## config.mk

```make
export PLATFORM = sky130hd
export DESIGN_NAME = runlight_ctrl
export DESIGN_NICKNAME = d
export VERILOG_FILES = /design/src/rtl/runlight_ctrl.sv
export SDC_FILE = /design/constraint.sdc
export NUM_CORES = 1
export LEC_CHECK = 0
export ABC_AREA = 1
export CORE_MARGIN = 4
export CORE_UTILIZATION = 35
export DETAILED_ROUTE_END_ITERATION = 6
export GPL_TIMING_DRIVEN = 0
export SETUP_SLACK_MARGIN = 0.4
export SLEW_MARGIN = 20
export SYNTH_ARGS = -nofsm -noshare
export SYNTH_HDL_FRONTEND = slang
export SYNTH_SLANG_ARGS = --single-unit
```

## constraint.sdc

```tcl
create_clock -name clk -period 1.9 [get_ports clk]
set_input_delay 0.19 -clock clk [delete_from_list [all_inputs] [get_ports clk]]
set_output_delay 0.19 -clock clk [all_outputs]
set_load 0.01 [all_outputs]
```

## src/rtl/runlight_ctrl.sv

```systemverilog
// Run-light controller: steps an LED position from encoder pulses or an auto-run timer
// and renders it as dot, bar, bounce or mirror pattern; exports position and wrap/reversal pulse.
module runlight_ctrl #(
    parameter int WIDTH = 8,
    parameter int DIV_W = 24,
    parameter int PW    = $clog2(WIDTH)
) (
    input  logic             clk,
    input  logic             nrst,
    input  logic             rotated,
    input  logic             dir,
    input  logic [1:0]       mode,
    input  logic             auto_en,
    input  logic [DIV_W-1:0] div,
    output logic [WIDTH-1:0] light,
    output logic [PW-1:0]    pos,
    output logic             event_p
);

    localparam logic [1:0]    MODE_DOT    = 2'b00;
    localparam logic [1:0]    MODE_BAR    = 2'b01;
    localparam logic [1:0]    MODE_BOUNCE = 2'b10;
    localparam logic [1:0]    MODE_MIRROR = 2'b11;
    localparam logic [PW-1:0] POS_MAX     = PW'(WIDTH - 1);

    logic [DIV_W-1:0] cnt;
    logic [DIV_W-1:0] cnt_nxt;
    logic             auto_dir;
    logic             auto_dir_nxt;
    logic [PW-1:0]    pos_nxt;
    logic             event_nxt;
    logic [WIDTH-1:0] light_nxt;
    logic             auto_tick;
    logic             step;
    logic             step_right;
    logic             at_end;

    always_comb begin
        auto_tick    = auto_en && (cnt >= div);
        step         = rotated || auto_tick;
        step_right   = rotated ? dir : auto_dir;
        at_end       = step_right ? (pos == '0) : (pos == POS_MAX);
        cnt_nxt      = cnt;
        auto_dir_nxt = auto_dir;
        pos_nxt      = pos;
        event_nxt    = 1'b0;

        // manual pulse wins over a coincident auto tick and restarts the period
        if (rotated) begin
            cnt_nxt      = '0;
            auto_dir_nxt = dir;
        end else if (auto_tick) begin
            cnt_nxt = '0;
        end else if (auto_en) begin
            cnt_nxt = cnt + 1'b1;
        end else begin
            cnt_nxt = '0;
        end

        if (step) begin
            if (!at_end) begin
                pos_nxt = step_right ? pos - 1'b1 : pos + 1'b1;
            end else begin
                case (mode)
                    MODE_BAR: pos_nxt = pos;
                    MODE_BOUNCE: begin
                        if (!rotated) begin
                            auto_dir_nxt = ~auto_dir;
                            pos_nxt      = step_right ? pos + 1'b1 : pos - 1'b1;
                            event_nxt    = 1'b1;
                        end
                    end
                    MODE_DOT, MODE_MIRROR: begin
                        pos_nxt   = step_right ? POS_MAX : '0;
                        event_nxt = 1'b1;
                    end
                endcase
            end
        end
    end

    logic [WIDTH-1:0] one_hot;
    logic [WIDTH-1:0] mirror_hot;
    logic [PW-1:0]    mirror_pos;

    always_comb begin
        mirror_pos          = POS_MAX - pos_nxt;
        one_hot             = '0;
        one_hot[pos_nxt]    = 1'b1;
        mirror_hot          = '0;
        mirror_hot[mirror_pos] = 1'b1;
        case (mode)
            MODE_BAR:    light_nxt = one_hot | (one_hot - 1'b1);
            MODE_MIRROR: light_nxt = one_hot | mirror_hot;
            MODE_DOT, MODE_BOUNCE: light_nxt = one_hot;
        endcase
    end

    always_ff @(posedge clk or negedge nrst) begin
        if (!nrst) begin
            cnt      <= '0;
            auto_dir <= 1'b1;
            pos      <= '0;
            light    <= WIDTH'(1);
            event_p  <= 1'b0;
        end else begin
            cnt      <= cnt_nxt;
            auto_dir <= auto_dir_nxt;
            pos      <= pos_nxt;
            light    <= light_nxt;
            event_p  <= event_nxt;
        end
    end

endmodule

```

* Word level (Yosys, flattened, before mapping)
Index checks and enable logic that the tools add are counted.
Widths: inputs -> output; s select.
** Storage, ports and cells
- Latch bits :: 0
- Output and inout bits :: 12
- Logic and storage cells :: 55
- Memories :: 0
- ROM bits :: 0
- RAM bits :: 0
- Input port bits :: 31
- Register bits after elaboration :: 37
** Operators by class
- Reductions and logical operators :: 8
- Multiplexer cells :: 25
- $mul :: 0
- Div/mod/pow operators :: 0
- Magnitude comparators :: 5
- Add/subtract/negate cells :: 5
- Equality and inequality tests :: 4
- Shift operators :: 0
- Bitwise logic cells :: 3
** Operators by type and width (count)
- $mux 24 :: 3
- $add 24x1->24 const B :: 1
- $ge 24x24->1 :: 1
- $pmux 8 s3 :: 1
- $mux 3 :: 6
- $or 8x8->8 :: 2
- $mux 1 :: 11
- $pmux 3 s3 :: 1
- $lt 3x4->1 const B :: 2
- $sub 8x1->8 const B :: 1
- $demux 1 s3 :: 2
- $ge 3x1->1 const B :: 2
- $eq 2x2->1 const B :: 2
- $reduce_or 2->1 :: 2
- $add 3x1->3 const B :: 1
- $eq 3x3->1 const B :: 1
- $logic_and 1x1->1 :: 3
- $logic_not 3->1 :: 1
- $sub 3x1->3 const B :: 1
- $sub 3x3->3 const A :: 1
- $eq 2x1->1 const B :: 1
- $logic_not 2->1 :: 1
- $pmux 1 s2 :: 1
- $logic_or 1x1->1 :: 1
- $not 1->1 :: 1

* Logic depth before layout (Yosys ltp)
Gate-level depths: netlist of the first run.
- Depth after elaboration :: 13
- Depth in mapped cells :: 20
- Depth with buffers taken out :: 20

* Least setup slack after synthesis of the first run
OpenSTA, ideal clock, no wires.
- Path kind :: register -> register
- From :: reg cnt[21]
- To :: reg light[4]
- Buffers on the path :: 0
- Setup slack :: -0.115 ns
- Setup time :: 0.073 ns
- Clock period less this slack :: 2.015 ns
- Stages on the path, launching flop included :: 18
- Arrival time :: 1.942 ns
- Data required time :: 1.827 ns
- Cell sequence :: dfrtp_1 > ha_1 > nand2_1 > inv_1 > nand2_2 > nor2_2 > inv_1 > nor2_1 > nand2_1 > nand2_1 > nand2_1 > nand2_2 > nand2_1 > nand2_2 > nand3_1 > nand2_1 > inv_1 > a21oi_2
** On the way
- Cells in the longest elaborated chain, start to end :: 11
- Elaborated cells between the ends (all ways) :: 19
- Those cells by class :: add/sub: 2; order compare: 5; mux: 6; bitwise: 2; reduce/logical: 4
** Ends and longest elaborated chain
- from (decl) :: RTL line 26 : logic [DIV_W-1:0] cnt;
- from (signal assigned) :: RTL line 107 : cnt <= cnt_nxt;
- $ge 24x24->1 (*) :: RTL line 39 : auto_tick = auto_en && (cnt >= div);
- $logic_and 1x1->1 (*) :: RTL line 39
- $logic_or 1x1->1 (*) :: RTL line 40 : step = rotated || auto_tick;
- $mux 3 (*) :: RTL line 60 : if (step) begin
- $lt 3x4->1 (implied by the code) (tied with other cells) :: RTL line 89 : one_hot[pos_nxt] = 1'b1;
- $logic_and 1x1->1 (implied by the code) (tied with other cells) :: RTL line 89
- $mux 1 (implied by the code) or $logic_and 1x1->1 (tied branches) :: RTL line 89, 91
- $demux 1 s3 or $mux 1 (tied branches) :: RTL line 89, 91
- $sub 8x1->8 or $demux 1 s3 (tied branches) :: RTL line 93, 91
- $or 8x8->8, on equally long branches :: RTL line 93, 94
- $pmux 8 s3 (*) :: RTL line 92 : case (mode)
- named net light_nxt[4] :: RTL line 32 : logic [WIDTH-1:0] light_nxt;
- to (signal assigned) :: RTL line 110 : light <= light_nxt;
- to (decl) :: RTL line 15 : output logic [WIDTH-1:0] light,
Mark *: on every way through the listed nets, which the timed path passes. The rest lies on a longest branch.

* Worst setup path after layout of the first run
- From :: in div[15]
- To :: reg light[3]
** On the way
- Cells in the longest elaborated chain, start to end :: 11
- Elaborated cells between the ends (all ways) :: 19
- Those cells by class :: add/sub: 2; order compare: 5; mux: 6; bitwise: 2; reduce/logical: 4
** Ends and longest elaborated chain
- from (decl) :: RTL line 14 : input logic [DIV_W-1:0] div,
- $ge 24x24->1 (*) :: RTL line 39
- $logic_and 1x1->1 (*) :: RTL line 39
- $logic_or 1x1->1 (*) :: RTL line 40
- $mux 3 (*) :: RTL line 60
- $lt 3x4->1 (implied by the code) (tied with other cells) :: RTL line 89
- $logic_and 1x1->1 (implied by the code) (tied with other cells) :: RTL line 89
- $mux 1 (implied by the code) or $logic_and 1x1->1 (tied branches) :: RTL line 89, 91
- $demux 1 s3 or $mux 1 (tied branches) :: RTL line 89, 91
- $sub 8x1->8 or $demux 1 s3 (tied branches) :: RTL line 93, 91
- $or 8x8->8, on equally long branches :: RTL line 93, 94
- $pmux 8 s3 (*) :: RTL line 92
- named net light_nxt[3] :: RTL line 32
Marked as above.

==> metrics.yaml, run 1 <==
crit_arrival_ps: 2400
startpoint_type: "primary input"
synth-seq-cells: 37
cts_buffer_depth: 2
grt.overflow.total: 0
p_leak_nw: 2.11
pwr_density_cell_nw_per_um2: 754
die_y_um: 98.9
switchingPower_mw: 1.10
drv_cap: 0
syn_avg_cell_area_um2: 7.43
ir_worst_vdd_mv: 0.478
p_clk_share_pct: 26.7
clock_latency_ps: 290
layout_setup_ws_ps: -274
finalSetupViolations: 35
synth_edf_count: 0
routed_wl_mm: 6.77
violations: "setup timing"
yosysMostFrequentCell: "nand2_1"
period_share_pct: 114
vias: 2716
n_antenna_cell: 0
synth_cell_type_count: 42
gp_congestion: 0.847
critical_path_class: "primary input to register"
dieArea_um2: 9780
grt_pass1_vias: 2669
relSlewSlack_pct: 75.3
nNetsFinal: 547
antenna_found_initial: 0
yosysSeqAreaShare_pct: 32.1
dpl.hpwl_mm: 4.85
path_clk_slew_ps: 80
synth_common_cells: "nand2_1 (89), inv_1 (71), nor2_1 (44)"
cts-root-buf: "clkbuf_8"
cp_max_fo: 6
ios: 43
wl_per_cell_um: 11.5
io_buffers: 42
r2r_setup_slack_ps: -270
viasPerCell: 4.63
core_region_area_um2: 7890
ys.flop_type: "dfrtp_1"
cts_inserted_buffers: 5
nFillCells: 742
hold_class: "primary input to asynchronous set/reset pin"
maxClockFrequency_ghz: 0.460
p_int_mw: 2.05
synth_top_area_cell: "dfrtp_1"
rsz0062_at_grt: "yes"
final_antenna_net_count: 0
worst_pin_slew_ps: 369
seq_power_share_pct: 30.8
fin_area_um2: 4180
rows: 32
endpoint_kind: "register"
start_util_pct: 36.6
skew_ps: 5.70
htreeDepth: 2
syn_area_um2: 2890
first_iter_violations: 38
drtPass1Iterations: 4
cts_tree: "built"
syn_to_final_growth_pct: 44.5
grt_max_degree: 30
hold_slack_ps: 286
yosys-top-cells-area: "dfrtp_1 (30%), ha_1 (14%), nand2_1 (12%), inv_1 (9.2%), nor2_1 (5.7%)"
fin_util_pct: 52.9
drive_above_1_share_pct: 26.7
gr-usage-all-layers_pct: 14.4
finalHoldViolCount: 0
drc_errors: 0
p_sw_share_pct: 34.9
dieWidth_um: 98.9
worstPathRequired_ps: 2120
synth_top_area_share_pct: 30.3
slew_viol_final: 0
placed_area_um2: 3490
finalCriticalPeriod_ps: 2170
ys_async_sr_fraction_pct: 100
grt_pass1_wl_mm: 11.7
place_ws_ps: -690
synthCells: 389
syn_nets: 453
p_comb_share_pct: 42.5
yosys_warnings: 0
cts_sinks: 37
status: "finished with violations"
what timing repair did:
action | CTS | global route
cloned | 0 | 0
pin swaps | 20 | 11
endpoints found under the hold margin | 8 | 0
hold buffers | 1 | 0
setup buffers | 36 | 7
setup endpoints to repair | 40 | 39
resized for setup | 39 | 17
per-layer routing:
metal	wire, um	GRT usage, %
met4	99	4.52
met3	248	1.98
met2	3430	25.7
met5	0	0
met1	2980	17.9
worst paths after layout:
| kind | startpoint | endpoint | cells past startpoint |
|---|---|---|---|
| hold reg to reg | auto_dir | auto_dir | 2 |
| setup reg to reg | cnt[15] | light[3] | 17 |
| max in group asynchronous | nrst | light[0] | 3 |
| hold / removal | nrst | cnt[18] | 2 |
| setup / recovery | div[15] | light[3] | 19 |
| min in group clk | auto_dir | auto_dir | 2 |
logic make-up (layout without fill, tap and decap cells):
family                     Yosys count  in the layout  share of synthesized area (%)
and+or+nand+nor                    191            191                           31.7
adders and majority gates           33             33                           14.3
AOI/OAI and AO/OA                   40             40                           8.31
buffers and inverters               77            172                           10.2
DFF                                 37             37                           32.1
xor gates and xnor gates            11             11                           3.33
sequential cells by signal, indices dropped and copies added, names as in the netlist:
signal	cells
pos	3
cnt	24
light	8
auto_dir	1
event_p	1
critical path, stage by stage:
cell and delay (ps):
clkdlybuf4s50_1 460, inv_1 50, ha_1 310, nand2_1 110
inv_1 40, nand2_1 60, nand2_1 50, nand2_1 60
nand3_1 70, nor2_1 130, nand2_2 90, nand2_4 130
nand2_8 90, nand2_2 90, nand2_4 70, nor2_4 160
buf_4 130, nand2_1 50, o21ai_2 50
layout by cell type, fill, tap and decap left out, types with 8 or more instances in the layout:
cell | netlist | layout
nand2_1 | 89 | 80
inv_1 | 71 | 64
nor2_1 | 44 | 40
buf_4 | 0 | 39
clkdlybuf4s50_1 | 0 | 38
dfrtp_1 | 35 | 30
ha_1 | 33 | 29
a21oi_1 | 17 | 17
nand3_1 | 17 | 11
nand2_2 | 8 | 10
inv_2 | 4 | 9
nand2_4 | 4 | 9
xor2_1 | 8 | 8
nand3_2 | 3 | 8
metrics by stage:
stage / TNS, ps / total power [mW] / instances
floorplan: -213 / 1.67 / 389
global placement: -27000 / 2.08 / 533
detailed placement: -18790 / 2.09 / 534
CTS: -4900 / 3.07 / 579
global route: -12100 / 3.37 / 586
finish: -6290 / 3.15 / 586
cell type report:
class	instances	area (um2)	share of cell area [%]
clock inverters	3	68.8	1.65
repair buffers	87	783	18.8
flip-flops and latches	37	935	22.4
multi-input cells	275	1890	45.2
clock buffers	5	68.8	1.65
plain buffers	1	11.3	0.270
inverters	76	295	7.07
well taps	102	128	3.06
power groups by stage:
stage | logic [mW] | registers [mW] | clock network, mW
final | 1.34 | 0.970 | 0.840
after detailed placement | 1.11 | 0.984 | 0
after global placement | 1.09 | 0.987 | 0
after floorplan | 0.649 | 1.02 | 0
after CTS | 1.24 | 0.972 | 0.857
after global routing | 1.50 | 0.987 | 0.886
Power figures use the tool's default switching activity.
==> inputs of run 2 (changes only) <==
- CTS_CLUSTER_SIZE: not set -> 10
==> results of run 2 <==
Same layout as run 1: the final DEF is identical, and so are final timing and power.
